`config.mk`:
```
export PLATFORM = sky130hd
export DESIGN_NAME = sisc_exec_unit
export DESIGN_NICKNAME = d
export VERILOG_FILES = /design/src/rtl/sisc_pkg.sv /design/src/rtl/sisc_alu_core.sv /design/src/rtl/sisc_exec_unit.sv
export SDC_FILE = /design/constraint.sdc
export NUM_CORES = 1
export LEC_CHECK = 0
export ABC_AREA = 1
export CORE_MARGIN = 2
export CORE_UTILIZATION = 35
export DETAILED_ROUTE_END_ITERATION = 8
export SYNTH_ARGS = -nofsm -noshare
export SYNTH_HDL_FRONTEND = slang
export SYNTH_SLANG_ARGS = --single-unit
```
`constraint.sdc`:
```
create_clock -name clk -period 10.56 [get_ports clk]
set_clock_uncertainty 0.2 [all_clocks]
set_input_delay 2.64 -clock clk [delete_from_list [all_inputs] [get_ports clk]]
set_output_delay 2.64 -clock clk [all_outputs]
set_load 0.005 [all_outputs]
```
`src/rtl/sisc_pkg.sv`:
```
// Shared encodings for the SISC execute unit: opcodes, ALU functions,
// ALU operand modes, sequencer states and status-register bit positions.
package sisc_pkg;

  localparam logic [3:0] OP_NOP  = 4'h0;
  localparam logic [3:0] OP_ALU  = 4'h1;
  localparam logic [3:0] OP_ALUI = 4'h2;
  localparam logic [3:0] OP_BRA  = 4'h4;
  localparam logic [3:0] OP_BRR  = 4'h5;
  localparam logic [3:0] OP_BNE  = 4'h6;
  localparam logic [3:0] OP_BNR  = 4'h7;
  localparam logic [3:0] OP_LOD  = 4'h8;
  localparam logic [3:0] OP_STR  = 4'h9;
  localparam logic [3:0] OP_HLT  = 4'hF;

  localparam logic [3:0] FN_ADD = 4'h1;
  localparam logic [3:0] FN_SUB = 4'h2;
  localparam logic [3:0] FN_AND = 4'h3;
  localparam logic [3:0] FN_OR  = 4'h4;
  localparam logic [3:0] FN_XOR = 4'h5;
  localparam logic [3:0] FN_NOT = 4'h6;
  localparam logic [3:0] FN_SHL = 4'h7;
  localparam logic [3:0] FN_SHR = 4'h8;

  localparam logic [1:0] AOP_REG  = 2'b00;
  localparam logic [1:0] AOP_IMM  = 2'b01;
  localparam logic [1:0] AOP_ADDR = 2'b10;
  localparam logic [1:0] AOP_PASS = 2'b11;

  localparam int SR_C = 3;
  localparam int SR_V = 2;
  localparam int SR_N = 1;
  localparam int SR_Z = 0;

  typedef enum logic [2:0] {
    ST_START0, ST_START1, ST_FETCH, ST_DECODE,
    ST_EXECUTE, ST_MEM, ST_WRITEBACK, ST_HALT
  } state_t;

endpackage

```
`src/rtl/sisc_alu_core.sv`:
```
// Combinational 32-bit ALU: operand-B selection by ALU mode, function
// select, and C/V/N/Z status generation.
module sisc_alu_core
  import sisc_pkg::*;
(
  input  logic [31:0] i_a,
  input  logic [31:0] i_rsb,
  input  logic [15:0] i_imm,
  input  logic [3:0]  i_fn,
  input  logic [1:0]  i_alu_op,
  output logic [31:0] o_result,
  output logic [3:0]  o_stat
);

  logic [31:0] w_b;
  logic [3:0]  w_fn;
  logic [32:0] w_sum;
  logic [32:0] w_diff;
  logic        w_c;
  logic        w_v;

  always_comb begin
    w_b  = i_rsb;
    w_fn = i_fn;
    case (i_alu_op)
      AOP_IMM:  w_b = {{16{i_imm[15]}}, i_imm};
      AOP_ADDR: begin
        w_b  = {16'h0000, i_imm};
        w_fn = FN_ADD;
      end
      default: ;
    endcase
  end

  // Subtraction as a + ~b + 1 so bit 32 is directly NOT borrow.
  assign w_sum  = {1'b0, i_a} + {1'b0, w_b};
  assign w_diff = {1'b0, i_a} + {1'b0, ~w_b} + 33'd1;

  always_comb begin
    o_result = 32'h0;
    w_c      = 1'b0;
    w_v      = 1'b0;
    if (i_alu_op == AOP_PASS) begin
      o_result = i_a;
    end else begin
      case (w_fn)
        FN_ADD: begin
          o_result = w_sum[31:0];
          w_c      = w_sum[32];
          w_v      = (i_a[31] == w_b[31]) && (w_sum[31] != i_a[31]);
        end
        FN_SUB: begin
          o_result = w_diff[31:0];
          w_c      = w_diff[32];
          w_v      = (i_a[31] != w_b[31]) && (w_diff[31] != i_a[31]);
        end
        FN_AND: o_result = i_a & w_b;
        FN_OR:  o_result = i_a | w_b;
        FN_XOR: o_result = i_a ^ w_b;
        FN_NOT: o_result = ~i_a;
        FN_SHL: o_result = i_a << w_b[4:0];
        FN_SHR: o_result = i_a >> w_b[4:0];
        default: o_result = 32'h0;
      endcase
    end
  end

  always_comb begin
    o_stat       = 4'b0000;
    o_stat[SR_C] = w_c;
    o_stat[SR_V] = w_v;
    o_stat[SR_N] = o_result[31];
    o_stat[SR_Z] = (o_result == 32'h0);
  end

endmodule

```
`src/rtl/sisc_exec_unit.sv`:
```
// SISC multicycle control/execute block: five-phase sequencer with Moore
// datapath controls, the ALU and the 16-bit branch-target adder.
module sisc_exec_unit
  import sisc_pkg::*;
(
  input  logic        clk,
  input  logic        rst_f,
  input  logic [31:0] ir,
  input  logic [3:0]  sr,
  input  logic [15:0] pc_out,
  input  logic [31:0] rsa,
  input  logic [31:0] rsb,
  output logic [31:0] alu_result,
  output logic [3:0]  stat,
  output logic        stat_en,
  output logic [15:0] br_addr,
  output logic [1:0]  alu_op,
  output logic        br_sel,
  output logic        rf_we,
  output logic        wb_sel,
  output logic        pc_rst,
  output logic        pc_write,
  output logic        pc_sel,
  output logic        rb_sel,
  output logic        ir_load,
  output logic        mm_sel,
  output logic        dm_we
);

  state_t      r_state;
  logic [3:0]  w_op;
  logic [3:0]  w_mm;
  logic [15:0] w_imm;
  logic        w_is_alu;
  logic        w_is_br;
  logic        w_is_ld;
  logic        w_is_st;
  logic        w_rel;
  logic        w_hit;
  logic        w_taken;
  logic [1:0]  w_aop;
  logic        w_unused;

  assign w_op     = ir[31:28];
  assign w_mm     = ir[27:24];
  assign w_imm    = ir[15:0];
  assign w_unused = ^ir[23:16];

  assign w_is_alu = (w_op == OP_ALU) || (w_op == OP_ALUI);
  assign w_is_br  = (w_op == OP_BRA) || (w_op == OP_BRR) ||
                    (w_op == OP_BNE) || (w_op == OP_BNR);
  assign w_is_ld  = (w_op == OP_LOD);
  assign w_is_st  = (w_op == OP_STR);
  assign w_rel    = (w_op == OP_BRR) || (w_op == OP_BNR);
  assign w_hit    = (w_mm & sr) != 4'b0000;
  // BRA/BRR branch on any masked flag set, BNE/BNR on none set.
  assign w_taken  = w_is_br &&
                    (((w_op == OP_BRA) || (w_op == OP_BRR)) ? w_hit : !w_hit);

  always_comb begin
    w_aop = AOP_PASS;
    if (w_op == OP_ALU)             w_aop = AOP_REG;
    else if (w_op == OP_ALUI)       w_aop = AOP_IMM;
    else if (w_is_ld || w_is_st)    w_aop = AOP_ADDR;
  end

  always_ff @(posedge clk or negedge rst_f) begin
    if (!rst_f) begin
      r_state <= ST_START0;
    end else begin
      case (r_state)
        ST_START0:    r_state <= ST_START1;
        ST_START1:    r_state <= ST_FETCH;
        ST_FETCH:     r_state <= ST_DECODE;
        ST_DECODE:    r_state <= (w_op == OP_HLT) ? ST_HALT : ST_EXECUTE;
        ST_EXECUTE:   r_state <= ST_MEM;
        ST_MEM:       r_state <= ST_WRITEBACK;
        ST_WRITEBACK: r_state <= ST_FETCH;
        ST_HALT:      r_state <= ST_HALT;
        default:      r_state <= ST_START0;
      endcase
    end
  end

  // Controls decode straight from the state register, so an asynchronous
  // reset drops every write enable immediately.
  always_comb begin
    pc_rst   = 1'b0;
    ir_load  = 1'b0;
    pc_write = 1'b0;
    pc_sel   = 1'b0;
    stat_en  = 1'b0;
    rf_we    = 1'b0;
    wb_sel   = 1'b0;
    rb_sel   = 1'b0;
    mm_sel   = 1'b0;
    dm_we    = 1'b0;
    br_sel   = 1'b0;
    alu_op   = AOP_REG;
    case (r_state)
      ST_START0: pc_rst = 1'b1;
      ST_FETCH: begin
        ir_load  = 1'b1;
        pc_write = 1'b1;
      end
      ST_DECODE, ST_EXECUTE, ST_MEM, ST_WRITEBACK: begin
        alu_op = w_aop;
        br_sel = w_rel;
        rb_sel = w_is_st;
        case (r_state)
          ST_EXECUTE: begin
            stat_en  = w_is_alu;
            pc_sel   = w_taken;
            pc_write = w_taken;
          end
          ST_MEM: begin
            mm_sel = (w_is_ld || w_is_st) && w_mm[0];
            dm_we  = w_is_st;
          end
          ST_WRITEBACK: begin
            rf_we  = w_is_alu || w_is_ld;
            wb_sel = w_is_ld;
          end
          default: ;
        endcase
      end
      default: ;
    endcase
  end

  sisc_alu_core u_alu (
    .i_a      (rsa),
    .i_rsb    (rsb),
    .i_imm    (w_imm),
    .i_fn     (w_mm),
    .i_alu_op (alu_op),
    .o_result (alu_result),
    .o_stat   (stat)
  );

  assign br_addr = br_sel ? (pc_out + w_imm) : w_imm;

endmodule

```
==> flow_metrics.py, run 1 <==
metrics = {
    "flow_run": {
        "drv_cap": 0,
    },
    "global_route": {
        "grt_pass1_wl_um": 92500,
        "grt_util_met1_pct": 51.8,
        "grt_overflow": 0,
        "track_usage_pct": 36.0,
        "antenna_found_initial": 0,
        "grt_use_met3_pct": 3.94,
        "met2_usage_pct": 56.3,
        "grt_max_degree": 52,
        "grt_pass1_vias": 15961,
        "grt-busiest-layer": "met2",
    },
    "yosys": {
        "syn_inst": 2296,
        "synth-seq-area-share_pct": 0.665,
        "ys_seq_elements": 3,
        "yosysWarnings": 0,
        "synthesis.area_um2": 11300,
        "avgSynthCellArea_um2": 4.91,
        "synth_fp_nets": 2524,
        "synth_ff_type": "dfrtp_1",
        "async_flop_share_pct": 100,
        "yosysUniqueCellTypes": 54,
        "synth_edf_count": 0,
    },
    "routing": {
        "dr.pass1.iters": 6,
        "num_vias": 17571,
        "drc": 0,
        "via_per_inst": 5.64,
        "wl_um": 62800,
        "ant_nets": 0,
        "wl_per_cell_um": 20.1,
        "dr.first_iter.drc_count": 2235,
    },
    "clock_network": {
        "clockRootBuffer": "clkbuf_16",
        "clk_latency_ps": 220,
        "hold_buffers": 0,
        "htree_levels": 1,
        "cts_buffers": 3,
        "clkTransAtPathRegs_ps": 30,
        "cts_tree": "done",
        "clock-sinks": 3,
        "clock_path_buffers": 2,
    },
    "floorplan": {
        "pin_count": 183,
        "rows": 65,
        "coreArea_um2": 31600,
        "dieHeight_um": 184,
        "die_area_um2": 33700,
        "floorplan.initialDensity_pct": 35.7,
        "dieWidth_um": 184,
    },
    "placed_design": {
        "hpwl_um": 53400,
        "port_buffers": 174,
        "dpl_cell_area_um2": 15700,
        "gp_congestion": 1.06,
    },
    "min_path": {
        "min_path_type": "reg -> reg",
        "hold_depth": 2,
    },
    "critical_path": {
        "crit_end": "alu_result[10]",
        "startpoint_type": "primary input",
        "r2r-start": "r_state[1]$_DFF_PN0_",
        "path_common_cell": "nand2_1",
        "r2r-end": "r_state[1]$_DFF_PN0_",
        "rr_worst_depth": 3,
        "slowest_stage": "nor2_1",
        "cp.arrival_ps": 7430,
        "path_max_fanout": 12,
        "max_stage_delay_ps": 830,
        "r2r_slack_ps": 9380,
        "required_ps": 7720,
        "crit_chain": "clkdlybuf4s50_1, buf_4, nor4_2, nor2_1, nand2_1, inv_1, buf_4, ha_1, buf_4, nor2_1, inv_1, nor2_1, nand4_1, nor2_1, inv_2, a21oi_1, nand2_1, nand2_1, nor2_1, nand2_1, nand2_1, nand2_1, buf_4, clkdlybuf4s50_1",
        "crit_start": "ir[31]",
        "cp-end-kind": "output port",
        "crit_type": "in -> out",
    },
    "sta": {
        "rsz0062_at_grt": "no",
        "max_slew.worst_pin.slew_ps": 1080,
        "setup_violations": 0,
        "finalCriticalPeriod_ps": 10270,
        "max_freq_mhz": 97.4,
        "drv_slew": 0,
        "slew_headroom_pct": 27.8,
        "hold_viol_final": 0,
        "finalCritPeriodShare_pct": 97.2,
    },
    "finish": {
        "utilization_pct": 50.3,
        "fillers": 3458,
        "syn_to_final_growth_pct": 41.1,
        "layout.nets": 2945,
        "seqCellArea_um2": 75.1,
        "antennaDiodeCount": 0,
        "design_area_um2": 15900,
        "multi_input_area_um2": 9870,
        "drive_gt1_share_pct": 15.5,
    },
    "status": {
        "status": "finished clean",
    },
}
==> Yosys cell counts (all sizes together), types with 3 or more instances <==
cell / count / area share, %
a22oi: 11 / 0.73
dfrtp: 3 / 0.67
a221oi: 4 / 0.31
nand4: 38 / 2.1
o2111ai: 5 / 0.39
ha: 108 / 12
o21a: 4 / 0.27
inv: 255 / 8.5
xor2: 10 / 0.78
a31oi: 6 / 0.33
a21oi: 122 / 5.4
buf: 66 / 3.5
clkbuf: 37 / 1.2
o21bai: 9 / 0.60
nand3b: 9 / 0.60
nand2: 739 / 25
nor2: 244 / 8.1
a211oi: 6 / 0.40
or2: 9 / 0.50
nor4: 6 / 0.33
o22ai: 24 / 1.3
o211ai: 6 / 0.40
nand3: 380 / 17
o21ai: 143 / 6.4
nor3: 32 / 1.4
==> stage by stage <==
stage | setup TNS (ps) | cells | hold slack [ps] | setup slack (ps)
floorplan | 0 | 2296 | 369 | 1260
global route | 0 | 3118 | 463 | 33.8
CTS | 0 | 3117 | 426 | 14.1
detailed placement | -336 | 3113 | 417 | -336
finish | 0 | 3118 | 423 | 293
global placement | -257 | 3113 | 407 | -257
==> worst min path at each step <==
stage                                    start                   end  slack, ps
after CTS                 r_state[0]$_DFF_PN0_  r_state[1]$_DFF_PN0_        430
after global placement    r_state[0]$_DFF_PN0_  r_state[1]$_DFF_PN0_        410
final                     r_state[0]$_DFF_PN0_  r_state[1]$_DFF_PN0_        420
after detailed placement  r_state[0]$_DFF_PN0_  r_state[1]$_DFF_PN0_        420
after global routing      r_state[0]$_DFF_PN0_  r_state[1]$_DFF_PN0_        460
after floorplan           r_state[0]$_DFF_PN0_  r_state[1]$_DFF_PN0_        370
==> routing by layer <==
layer	wire (µm)	up-vias
met1	27800	8144
met4	2000	0
li1	-	8426
met5	0	-
met3	6190	119
met2	26800	882
==> area by class of cell <==
| type | count | area share (%) |
|---|---|---|
| Sequential cell | 3 | 0.472 |
| Inverter | 256 | 6.07 |
| Multi-Input combinational cell | 1934 | 62.0 |
| Timing Repair Buffer | 519 | 27.8 |
| Clock buffer | 4 | 0.495 |
| Tap cell | 402 | 3.16 |
==> layout by cell type, fill, tap and decap left out, drive strengths merged, types with 5 or more instances in the layout <==
cell and count:
nand3 380, nand2 739, o21ai 143, inv 255, nor4 6, clkdlybuf4s50 172, or2 9, o21bai 9
a22oi 11, ha 108, nand4 38, xor2 10, a211oi 6, nor2 244, o2111ai 5, nand3b 9
a21oi 122, o211ai 6, o22ai 24, buf 345, nor3 32, a31oi 6
==> logic make-up (layout without fill, tap and decap cells) <==
logic type / count (synthesis) / in the layout / synth area share [%]
AO/OA/AOI/OAI: 354 / 354 / 17.6
AND/OR/NAND/NOR: 1459 / 1459 / 55.3
flip-flops: 3 / 3 / 0.665
adder cells (fa/ha/maj): 110 / 110 / 12.3
XOR/XNOR: 11 / 11 / 0.854
buffers and inverters: 359 / 779 / 13.3
==> timing repair <==
| item | 4_1_cts | 5_1_grt |
|---|---|---|
| buffers inserted | 0 | 1 |
| resized for setup | 30 | 22 |
| endpoints found under the setup margin | 1 | 6 |
| pin swaps | 1 | 4 |
==> critical path: cells and delay by family <==
| family | cells | cell delay [ps] |
|---|---|---|
| AND/OR/NAND/NOR | 13 | 2370 |
| buffers and inverters | 9 | 1960 |
| AO/OA/AOI/OAI | 1 | 210 |
| adder cells (fa/ha/maj) | 1 | 210 |
Power of run 1 is left out: the tool's default activity adds up to more than one toggle a clock period on the data nets, which glitch-free logic cannot reach.
==> run 2, diff against run 1 <==
--- a/config.mk
+++ b/config.mk
@@ -9,6 +9,7 @@
 export CORE_MARGIN = 2
 export CORE_UTILIZATION = 35
 export DETAILED_ROUTE_END_ITERATION = 8
+export SKIP_CTS_REPAIR_TIMING = 1
 export SYNTH_ARGS = -nofsm -noshare
 export SYNTH_HDL_FRONTEND = slang
 export SYNTH_SLANG_ARGS = --single-unit
==> run 2 against run 1 <==
  * Die area unchanged
  * Utilization up 0.14 points
  * First-iteration DRC count down 3.8%
  * Routed wire length down 0.33%
  * Maximum frequency about the same
  * Sequential share of layout area about the same
  * Via count down 0.61%
  * Critical path type unchanged
==> flow_metrics.py, run 2 (synthesis results as in run 1) <==
metrics = {
    "status": {
        "status": "finished clean",
    },
    "finish": {
        "syn_to_final_growth_pct": 41.5,
        "layout_commonest_cell": "nand2_1",
        "layout_common_cells": "nand2_1, nand3_1, buf_4, inv_1, nor2_1",
        "layout.nets": 2945,
        "drive_gt1_share_pct": 15.7,
        "antennaDiodeCount": 0,
    },
    "critical_path": {
        "max_stage_delay_ps": 470,
        "startpoint_type": "primary input",
        "required_ps": 7720,
        "path_max_fanout": 16,
        "slowest_stage": "clkdlybuf4s50_1",
        "rr_worst_depth": 3,
        "crit_type": "in -> out",
        "cp-end-kind": "output port",
        "path_common_cell": "nor2_1",
        "cp.arrival_ps": 7420,
    },
    "min_path": {
        "hold_depth": 2,
        "min_path_type": "reg -> reg",
    },
    "global_route": {
        "grt_pass1_vias": 15919,
        "track_usage_pct": 35.9,
        "grt_overflow": 0,
        "antenna_found_initial": 0,
        "grt_pass1_wl_um": 92400,
        "grt_max_degree": 52,
    },
    "clock_network": {
        "cts_buffers": 3,
        "clkTransAtPathRegs_ps": 30,
        "clock-sinks": 3,
        "clock_path_buffers": 2,
        "cts_tree": "done",
        "clk_latency_ps": 220,
        "htree_levels": 1,
        "clockRootBuffer": "clkbuf_16",
    },
    "sta": {
        "max_freq_mhz": 97.5,
        "drv_slew": 0,
        "max_slew.worst_pin.slew_ps": 1020,
        "rsz0062_at_grt": "no",
        "finalCritPeriodShare_pct": 97.2,
        "finalCriticalPeriod_ps": 10260,
        "slew_headroom_pct": 31.9,
        "hold_viol_final": 0,
        "fin_tns_setup_ps": 0,
        "setup_violations": 0,
    },
    "routing": {
        "drc": 0,
        "ant_nets": 0,
        "via_per_inst": 5.60,
        "dr.first_iter.drc_count": 2151,
        "num_vias": 17463,
        "wl_um": 62500,
        "dr.pass1.iters": 6,
        "wl_per_cell_um": 20.1,
    },
    "flow_run": {
        "drv_cap": 0,
    },
    "placed_design": {
        "hpwl_um": 53400,
        "gp_congestion": 1.06,
        "port_buffers": 174,
    },
    "floorplan": {
        "rows": 65,
        "dieHeight_um": 184,
        "floorplan.initialDensity_pct": 35.7,
        "dieWidth_um": 184,
        "die_area_um2": 33700,
        "coreArea_um2": 31600,
        "pin_count": 183,
    },
}
## run 2: routing by layer
metal	up-vias	share of wire, %	track usage [%]
li1	8437	-	-
met1	8043	44	51.7
met2	866	43	56.3
met3	117	9.9	4.14
met4	0	3.3	9.73
met5	-	0	0
## run 2: metrics by stage
step | hold WS [ps] | setup WS, ps | util [%] | cell area, µm² | std cells
final | 423 | 301 | 50.5 | 16000 | 3118
after global routing | 463 | 33.7 | 50.5 | 16000 | 3118
after CTS | 426 | -353 | 49.8 | 15700 | 3117
after detailed placement | 417 | -336 | 49.5 | 15700 | 3113
after global placement | 407 | -257 | 49.5 | 15700 | 3113
after floorplan | 369 | 1260 | - | 11300 | 2296
## run 2: critical path: cells and delay by family
| kind | cells | cell delay, ps |
|---|---|---|
| buf+inv | 11 | 1750 |
| compound gates | 1 | 170 |
| fa+ha+maj | 2 | 510 |
| simple gates | 19 | 2330 |
## run 2: final cells by class
class,count,area (µm²)
Fill cell,3446,15700
Multi-Input combinational cell,1934,9910
Timing Repair Buffer,519,4440
Inverter,256,968
Tap cell,402,503
Clock buffer,4,78.8
Sequential cell,3,75.1
## run 2: final timing paths
kind / startpoint / end / slack (ps)
max in group asynchronous: rst_f / async pin / 7620
worst max-delay path: ir[31] / stat[0] / 300
min in group asynchronous: rst_f / r_state[0]$_DFF_PN0_ / 2400
worst min-delay path: r_state[0]$_DFF_PN0_ / r_state[1]$_DFF_PN0_ / 420
worst max register to register: r_state[1]$_DFF_PN0_ / r_state[1]$_DFF_PN0_ / 9380
worst min register to register: r_state[0]$_DFF_PN0_ / r_state[1]$_DFF_PN0_ / 420
Power of run 2 is left out for the same reason.
==> run 3, diff against run 2 <==
--- a/config.mk
+++ b/config.mk
@@ -7,7 +7,7 @@
 export LEC_CHECK = 0
 export ABC_AREA = 1
 export CORE_MARGIN = 2
-export CORE_UTILIZATION = 35
+export CORE_UTILIZATION = 40
 export DETAILED_ROUTE_END_ITERATION = 8
 export SKIP_CTS_REPAIR_TIMING = 1
 export SYNTH_ARGS = -nofsm -noshare
==> run 3 against run 2 <==
  * Clock-buffer cell count is the same
  * Critical endpoint is now alu_result[25]
  * Die area fell by 12%
  * Sequential cell count is the same
  * Critical path depth fell by 9
==> flow_metrics.py, run 3 (synthesis results as in run 1) <==
metrics = {
    "status": {
        "status": "finished clean",
    },
    "min_path": {
        "min_path_type": "reg -> reg",
    },
    "sta": {
        "rsz0062_at_grt": "no",
        "setup_violations": 0,
        "max_slew.worst_pin.slew_ps": 1010,
        "finalCritPeriodShare_pct": 97.3,
        "finalCriticalPeriod_ps": 10280,
        "drv_slew": 0,
        "hold_viol_final": 0,
        "slew_headroom_pct": 32.4,
        "max_freq_mhz": 97.3,
    },
    "critical_path": {
        "crit_type": "in -> out",
        "cp.arrival_ps": 7440,
        "startpoint_type": "primary input",
        "path_common_cell": "nor2_1",
        "required_ps": 7720,
        "crit_chain": "clkdlybuf4s50_1, buf_4, nor4_2, nor2_1, nand2_1, inv_1, buf_4, ha_1, buf_4, nor2_1, inv_1, nor2_1, nand4_1, nor2_1, inv_2, nor2_1, nor2_1, nand3_1, nor2_1, nand2_1, nand2_1, nand2_1, buf_4, clkdlybuf4s50_1",
        "max_stage_delay_ps": 850,
        "path_max_fanout": 12,
        "worst-path-buf-inv": 9,
        "slowest_stage": "nor2_1",
        "cp-end-kind": "output port",
        "critical_path.top_delay_family": "simple AND/OR/NAND/NOR gates",
    },
    "floorplan": {
        "rows": 61,
        "pin_count": 183,
        "floorplan.initialDensity_pct": 40.6,
        "coreArea_um2": 27800,
        "die_area_um2": 29600,
        "dieHeight_um": 172,
        "dieWidth_um": 172,
    },
    "routing": {
        "num_vias": 17983,
        "via_per_inst": 5.81,
        "wl_per_cell_um": 20.6,
        "dr.first_iter.drc_count": 2441,
        "wl_um": 63600,
        "dr.pass1.iters": 7,
        "ant_nets": 0,
        "drc": 0,
    },
    "finish": {
        "layout.nets": 2946,
        "utilization_pct": 59.1,
        "antennaDiodeCount": 0,
        "layout_common_cells": "nand2_1, nand3_1, buf_4, inv_1, nor2_1",
        "syn_to_final_growth_pct": 45.5,
        "layout_commonest_cell": "nand2_1",
        "drive_gt1_share_pct": 18.6,
    },
    "clock_network": {
        "clock-sinks": 3,
        "clk_latency_ps": 220,
        "clock_path_buffers": 2,
        "clockRootBuffer": "clkbuf_16",
        "cts_tree": "done",
        "htree_levels": 1,
        "cts_buffers": 3,
        "clkTransAtPathRegs_ps": 30,
    },
    "global_route": {
        "track_usage_pct": 40.2,
        "grt_overflow": 0,
        "grt_pass1_vias": 15966,
        "grt_max_degree": 67,
        "grt_pass1_wl_um": 89900,
        "antenna_found_initial": 0,
    },
    "placed_design": {
        "hpwl_um": 52600,
        "port_buffers": 174,
        "gp_congestion": 1.06,
    },
    "flow_run": {
        "drv_cap": 0,
    },
}
## run 3: changes by cell type in the layout (fill, tap and decap cells not counted), moves of 8 or more
cell | previous run | this run
o21ai_0 | 113 | 93
ha_4 | 2 | 13
a21oi_1 | 120 | 98
o21ai_1 | 28 | 41
nor2_2 | 8 | 18
nand2_2 | 9 | 17
ha_1 | 94 | 84
nor2_1 | 236 | 224
nand2_1 | 725 | 717
a21oi_2 | 2 | 24
## run 3: worst register-to-register path, delay by kind of cell (launching register included)
kind	cells	cell delay, ps
AOI/OAI and AO/OA	1	90
DFF	1	500
and+or+nand+nor	2	270
## run 3: area by class of cell
cell class | instances | area, µm²
clock buffer | 4 | 78.8
fill | 3003 | 11400
multi-input combinational | 1935 | 10300
tap | 378 | 473
inverter | 256 | 971
timing repair buffer | 519 | 4510
sequential | 3 | 75.1
## run 3: final timing paths
path | endpoint | cells past startpoint | slack, ps | from
max | alu_result[25] | 24 | 280 | ir[28]
min | r_state[1]$_DFF_PN0_ | 2 | 420 | r_state[0]$_DFF_PN0_
max reg2reg | r_state[1]$_DFF_PN0_ | 3 | 9380 | r_state[1]$_DFF_PN0_
min reg2reg | r_state[1]$_DFF_PN0_ | 2 | 420 | r_state[0]$_DFF_PN0_
max in group asynchronous | async pin | 1 | 7620 | rst_f
min in group asynchronous | r_state[1]$_DFF_PN0_ | 1 | 2400 | rst_f
## run 3: metal layers
layer  track usage [%]  wire [µm]  share of wire, %
met1              56.4      27000                42
met2              63.0      27100                43
met3              5.52       6560                10
met4              13.5       2940               4.6
met5                 0          0                 0
## run 3: per-stage QoR
step | cell area (µm²) | std cells | worst slack (ps) | TNS, ps | hold WS (ps)
floorplan | 11300 | 2296 | 1260 | 0 | 369
finish | 16400 | 3095 | 282 | 0 | 424
CTS | 15600 | 3074 | -273 | -273 | 431
global placement | 15500 | 3070 | -149 | -149 | 404
global route | 16400 | 3095 | 180 | 0 | 486
detailed placement | 15500 | 3070 | -250 | -250 | 427
Power of run 3 is left out for the same reason.
